**src/rtl/imem_boot_loader.sv**
```systemverilog
// imem_boot_loader: clears the instruction memory to NOP, then assembles a
// little-endian byte stream into 32-bit words and writes them from index 0,
// holding the core stalled (and feeding it NOPs) for the whole load.
module imem_boot_loader #(
    parameter int unsigned DEPTH    = 1024,
    parameter logic [31:0] NOP_WORD = 32'h0000_0013
) (
    input  logic        clk,
    input  logic        rst_n,
    input  logic        load_start,
    input  logic [10:0] load_len,
    input  logic        byte_valid,
    input  logic [7:0]  byte_data,
    output logic        byte_ready,
    input  logic [31:0] fetch_addr,
    output logic [31:0] fetch_instr,
    output logic        core_stall,
    output logic [9:0]  mem_raddr,
    input  logic [31:0] mem_rdata,
    output logic        mem_we,
    output logic [9:0]  mem_waddr,
    output logic [31:0] mem_wdata,
    output logic        load_done,
    output logic        load_err
);

    localparam int unsigned AW = 10;   // memory word index width
    localparam int unsigned LW = 11;   // length / counter width (holds DEPTH)
    localparam int unsigned DW = 32;   // word width
    localparam int unsigned BW = 2;    // byte-in-word counter width

    typedef enum logic [1:0] {
        S_IDLE  = 2'd0,
        S_CLEAR = 2'd1,
        S_LOAD  = 2'd2,
        S_WRITE = 2'd3
    } state_t;

    state_t          r_state;
    state_t          w_state_nxt;

    logic [LW-1:0]   r_len;
    logic [LW-1:0]   r_widx;
    logic [LW-1:0]   r_clr;
    logic [BW-1:0]   r_bcnt;
    logic [DW-1:0]   r_asm;
    logic            r_done;
    logic            r_err;

    logic            w_done_nxt;
    logic            w_err_nxt;
    logic            w_len_ok;
    logic            w_clr_last;
    logic [LW-1:0]   w_widx_inc;
    logic            w_last_word;
    logic            w_unused_addr;

    // Request qualification and counter end conditions
    assign w_len_ok      = (load_len != LW'(0)) && (load_len <= LW'(DEPTH));
    assign w_clr_last    = (r_clr == LW'(DEPTH - 1));
    assign w_widx_inc    = r_widx + LW'(1);
    assign w_last_word   = (w_widx_inc == r_len);
    assign w_unused_addr = ^{fetch_addr[31:12], fetch_addr[1:0]};

    // Fetch path: address always passes through, data replaced by NOP while stalled
    assign mem_raddr   = fetch_addr[11:2];
    assign fetch_instr = core_stall ? NOP_WORD : mem_rdata;
    assign load_done   = r_done;
    assign load_err    = r_err;

    // State register
    always_ff @(posedge clk or negedge rst_n) begin
        if (!rst_n) begin
            r_state <= S_IDLE;
        end else begin
            r_state <= w_state_nxt;
        end
    end

    // Next-state and memory/handshake decode
    always_comb begin
        w_state_nxt = r_state;
        byte_ready  = 1'b0;
        core_stall  = 1'b1;
        mem_we      = 1'b0;
        mem_waddr   = r_widx[AW-1:0];
        mem_wdata   = r_asm;
        w_done_nxt  = 1'b0;
        w_err_nxt   = 1'b0;
        case (r_state)
            S_IDLE: begin
                core_stall = 1'b0;
                if (load_start) begin
                    if (w_len_ok) begin
                        w_state_nxt = S_CLEAR;
                    end else begin
                        w_err_nxt = 1'b1;
                    end
                end
            end
            S_CLEAR: begin
                mem_we    = 1'b1;
                mem_waddr = r_clr[AW-1:0];
                mem_wdata = NOP_WORD;
                if (w_clr_last) begin
                    w_state_nxt = S_LOAD;
                end
            end
            S_LOAD: begin
                byte_ready = 1'b1;
                if (byte_valid && (r_bcnt == BW'(3))) begin
                    w_state_nxt = S_WRITE;
                end
            end
            S_WRITE: begin
                mem_we = 1'b1;
                if (w_last_word) begin
                    w_state_nxt = S_IDLE;
                    w_done_nxt  = 1'b1;
                end else begin
                    w_state_nxt = S_LOAD;
                end
            end
            default: begin
                w_state_nxt = S_IDLE;
                core_stall  = 1'b0;
            end
        endcase
    end

    // Length latch, clear counter, word index and byte assembly
    always_ff @(posedge clk or negedge rst_n) begin
        if (!rst_n) begin
            r_len  <= '0;
            r_widx <= '0;
            r_clr  <= '0;
            r_bcnt <= '0;
            r_asm  <= '0;
        end else begin
            case (r_state)
                S_IDLE: begin
                    if (load_start && w_len_ok) begin
                        r_len  <= load_len;
                        r_widx <= '0;
                        r_clr  <= '0;
                        r_bcnt <= '0;
                    end
                end
                S_CLEAR: begin
                    r_clr <= r_clr + LW'(1);
                end
                S_LOAD: begin
                    if (byte_valid) begin
                        r_asm[{r_bcnt, 3'b000} +: 8] <= byte_data;
                        r_bcnt                       <= r_bcnt + BW'(1);
                    end
                end
                S_WRITE: begin
                    r_widx <= w_widx_inc;
                end
                default: begin
                    r_bcnt <= '0;
                end
            endcase
        end
    end

    // One-cycle completion and rejection pulses
    always_ff @(posedge clk or negedge rst_n) begin
        if (!rst_n) begin
            r_done <= 1'b0;
            r_err  <= 1'b0;
        end else begin
            r_done <= w_done_nxt;
            r_err  <= w_err_nxt;
        end
    end

endmodule

```
**config.mk**
```make
export PLATFORM = sky130hd
export DESIGN_NAME = imem_boot_loader
export DESIGN_NICKNAME = d
export VERILOG_FILES = /design/src/rtl/imem_boot_loader.sv
export SDC_FILE = /design/constraint.sdc
export NUM_CORES = 1
export LEC_CHECK = 0
export BUFFER_PORTS_ARGS = -buffer_cell sky130_fd_sc_hd__buf_4
export CAP_MARGIN = 20
export CORE_MARGIN = 2
export CORE_UTILIZATION = 48
export CTS_CLUSTER_DIAMETER = 200
export DETAILED_ROUTE_END_ITERATION = 10
export GPL_ROUTABILITY_DRIVEN = 1
export PLACE_DENSITY = 0.86
export SYNTH_ARGS = -nofsm -noshare
export SYNTH_HDL_FRONTEND = slang
export SYNTH_SLANG_ARGS = --single-unit
```
**constraint.sdc**
```tcl
create_clock -name clk -period 2.1 [get_ports clk]
set_input_delay 0.42 -clock clk [delete_from_list [all_inputs] [get_ports clk]]
set_output_delay 0.42 -clock clk [all_outputs]
set_load 0.05 [all_outputs]
```
# == Yosys cells after proc, flatten, opt, wreduce, memory -nomap -nowiden ==
# Index checks and enable logic that the tools add are counted.
# totals
regBits,71
latch_bits,0
mem_bits_rw,0
romBits,0
input_bits,87
n_memories,0
# op_classes
addsub,4
mul,0
div_mod_pow,0
n_lt_le_gt_ge,1
n_eq_ne,12
n_shift,2
muxes,24
n_bitwise,0
n_reduce_logical,15
# ops
op,n
$mux W32,2
$pmux W11 S2,2
$bwmux W32,1
$shift A8 B7 Y32 const A,1
$shiftx A8 B7 Y32,1
$add A11 B1 Y11 const B,2
$mux W2,7
$ne A2 B2 Y1 const B,6
$eq A11 B10 Y1 const B,1
$eq A11 B11 Y1,1
$le A11 B11 Y1 const B,1
$mux W11,1
$reduce_bool A11 Y1,1
$mux W10,1
$mux W1,8
$pmux W2 S4,1
$reduce_and A2 Y1,4
$neg A5 Y7,1
$eq A2 B2 Y1 const B,3
$reduce_bool A2 Y1,3
$pmux W2 S2,1
$reduce_and A4 Y1,1
$logic_and A1 B1 Y1,3
$reduce_and A3 Y1,1
other kinds (4),4

# == Longest topological paths before layout ==
# logic_depth
ltp_word,5
ltp_mapped,8
mapped_depth_nobuf,6

# == Worst setup path before layout ==
# No wires, ideal clock.
# synth_path
path_kind,flip-flop to flip-flop
startpoint,register r_state[1]
endpoint,register r_asm[25]
arrival_time_ps,2233
required_ps,1964
path_slack_ps,-269
path_stages_with_launch,9
path_buffers,3
cell_sequence,dfrtp_1 -> clkbuf_1 -> nor2b_1 -> and2_1 -> clkbuf_1 -> nand2_1 -> clkbuf_1 -> nand2_1 -> o21ai_0
# synth_between
elab_chain_cells,2
# synth_lines
item,line,rtl
from (decl),39,state_t r_state;
from (signal assigned),76,r_state <= w_state_nxt;
$eq A2 B2 Y1,140,case (r_state)
$reduce_and A2 Y1 (no line),-,
"to (signal, indexed assignment)",154,"r_asm[{r_bcnt, 3'b000} +: 8] <= byte_data;"
to (decl),46,logic [DW-1:0] r_asm;
# No other way between the ends.
# A chain may end at the register's enable or synchronous reset.

# == Final worst setup path ==
# layout_path
startpoint,input port load_len[7]
endpoint,register r_clr[5]
# layout_between
elab_chain_cells,5
elab_cells_between_ends,6
cone_classes,1 x order compare; 1 x eq/ne; 4 x reduce/logical
# layout_lines
item,line,rtl
from (decl),11,"input logic [10:0] load_len,"
$le A11 B11 Y1 or $reduce_bool A11 Y1 (tied branches),59,assign w_len_ok = (load_len != LW'(0)) && (load_len <= LW'(DEPTH));
$logic_and A1 B1 Y1 (*),59,
$logic_and A1 B1 Y1 (*),142,if (load_start && w_len_ok) begin
$ne A2 B2 Y1 (no line) (*),-,
$reduce_and A2 Y1 (no line) (*),-,
to (signal assigned),150,r_clr <= r_clr + LW'(1);
to (decl),44,logic [LW-1:0] r_clr;
# Every way passes the cells marked *; elsewhere a longest branch is shown, timed or not.

==> results.toml <==
[power]
powerDensity_mw_per_mm2 = 503
fin_total_pwr_w = 0.00299
swShare_pct = 19.5
ir_drop_mv = 0.392
p_clk_share_pct = 48.8
p_int_w = 0.00241
total_leakage_power_nw = 2.77
switching_power_w = 0.000584
seq_power_share_pct = 45.7
combPwrFrac_pct = 5.6

[placement]
hpwlAfterDp_um = 9190
port_buffers = 133
gp_congestion = 1.00
place_inst = 753
dpl_cell_area_sq_mm = 0.00549

[floorplanning]
initial_core_util_pct = 50.2
fp.dieW_um = 97.1
core_area_sq_mm = 0.00830
die-area_sq_mm = 0.00943
rows = 33
die_y_um = 97.1
ios = 176

[critical_path]
path_max_fanout = 8
crit_type = "in -> reg"
cp-end-kind = "flip-flop"
cp_data_arrival_time_ps = 2420
worstPathRequired_ps = 2380
crit_path_start_kind = "primary input"

[route]
drt_iter0_drc = 321
drtAntennaViolNets = 0
vias = 4370
dr.pass1.iters = 4
routed_wl_um = 13500
via_per_inst = 5.60
wl_per_cell_um = 17.2
drc = 0

[cells_and_area]
layout_commonest_cell = "buf_4"
final_cell_mix = "buf_4, nand2_1, dfrtp_1"
final_cells = 781
seq_area_sq_mm = 0.00178
multiInputGateArea_sq_mm = 0.00232
fin_area_sq_mm = 0.00595
nNetsFinal = 765
num_antenna_cells = 0
area_growth_pct = 42.9
n_fill_cell = 593
final_layout_size_suffix_gt1_share_pct = 37.0

[synthesis]
yosys.cell_types.count = 44
synth_ff_type = "dfrtp_1"
synth_warnings = 0
synthCells = 516
async_flop_share_pct = 100
avgSynthCellArea_sq_um = 8.07
syn-cell-area_sq_mm = 0.00416
seq_area_frac_synth_pct = 42.7
synth_edf_count = 0
synth.net_count = 610
ys_ff_latch = 71

[global_routing]
grt_max_degree = 46
grt_pass1_wl_um = 21100
grt-ovfl-total = 0
grt_pass1_vias = 4367
grt_use_total_pct = 27.3
antenna_found_initial = 0

[hold_path]
hp-class = "in -> reg"

[sta]
report.final.slew_viol_count = 0
period_share_pct = 102
tightest_slew_ps = 456
worst_clock_skew_ps = 15.8
rsz0062_at_grt = "true"
final.setup.worst_slack_ps = -45.9
hold_viol_final = 0
whs_ps = 345
max-slew-margin-rel_pct = 69.6
setup_viol = 3
layout_min_cycle_time_ps = 2150
max_freq_ghz = 0.466

[clock_network]
cts_sinks = 71
numCtsBuffers = 9
root_buffer = "clkbuf_8"
h-tree-depth = 3
clk_pin_slew_ps = 90
cts_tree = "built"
ctsLongestPathBuffers = 2
clk_latency_ps = 350

[outcome]
violations = "negative setup slack"
status = "complete, but fails checks"

[run]
drv_cap = 0
## metal layers
layer  vias up  GRT usage, %  routed length [um]
li1       2038             -                   -
met1      2062          36.0                5440
met2       230          46.3                6710
met3        40          5.04                 968
met4         0          7.80                 344
met5         -             0                   0
## flip-flops by register name, indices dropped and copies added (netlist names)
name and flops:
load_err 1, r_len 11, r_state 2, r_bcnt 2, r_widx 11, r_asm 32
r_clr 11, load_done 1
## cells by family (layout without fill, tap and decap cells)
kind of cell / after synthesis / in the layout / synth area share [%]
flip-flops: 71 / 71 / 42.7
adder cells (fa/ha/maj): 7 / 7 / 2.10
buffers and inverters: 44 / 203 / 5.02
XOR/XNOR: 14 / 14 / 2.95
AO/OA/AOI/OAI: 88 / 89 / 12.8
AND/OR/NAND/NOR: 292 / 292 / 34.4
## synth_stat cells, types with 7 or more instances
cell type | count | share of area, %
nand2_1 | 158 | 14
dfrtp_1 | 71 | 43
o21ai_0 | 41 | 4.9
and2_1 | 32 | 4.8
nor2b_1 | 31 | 4.7
clkbuf_1 | 25 | 2.3
a21oi_1 | 17 | 2.0
buf_4 | 11 | 2.0
nand3_1 | 11 | 1.3
nor2_1 | 11 | 0.99
a31oi_1 | 8 | 1.2
or4_1 | 8 | 1.4
xnor2_1 | 8 | 1.7
ha_1 | 7 | 2.1
nand4_1 | 7 | 1.1
## area by class of cell
class                           count  area share [%]
Clock buffer                       11            2.38
Timing Repair Buffer              182            23.9
Multi-Input combinational cell    402            39.1
Tap cell                          105            2.21
Inverter                            5           0.379
Sequential cell                    71            29.9
Clock inverter                      5            2.17
## worst max-delay path: stages
cell,delay (ps)
buf_6,100
or4_4,540
buf_6,140
o31ai_4,310
a41oi_4,220
or4_4,560
a21oi_2,130
## power groups by stage
stage / combinational [W] / clock [W] / sequential, W
floorplan: 0.0000612 / 0 / 0.00139
finish: 0.000166 / 0.00146 / 0.00137
detailed placement: 0.000155 / 0 / 0.00139
global route: 0.000181 / 0.00155 / 0.00137
global placement: 0.000151 / 0 / 0.00139
CTS: 0.000162 / 0.00148 / 0.00137
## stage by stage
step                      setup WS [ps]  util (%)  setup TNS [ps]
after floorplan                    -206         -           -2090
after global placement             -449      66.1           -9310
after detailed placement           -488      66.1          -11370
after CTS                         -42.3      70.6           -98.3
after global routing              -58.8      71.7            -301
final                             -45.9      71.7           -89.6
## final timing paths
check	end	slack (ps)	from	cells after the start
setup / recovery	r_clr[5]	-50	load_len[7]	7
hold / removal	r_len[6]	340	load_len[6]	4
setup reg to reg	r_state[1]	100	r_widx[0]	6
hold reg to reg	r_asm[5]	480	r_asm[5]	2
max in group asynchronous	r_state[0]	980	rst_n	3
min in group asynchronous	r_clr[8]	530	rst_n	2
## repair_timing
action / CTS / global route
resized for setup: 10 / 17
pin swaps: 9 / 8
hold buffers: 1 / 0
gates cloned: 1 / 1
endpoints found under the setup margin: 78 / 53
endpoints found under the hold margin: 18 / 0
buffers inserted: 6 / 3
(Power assumes the default switching activity.)
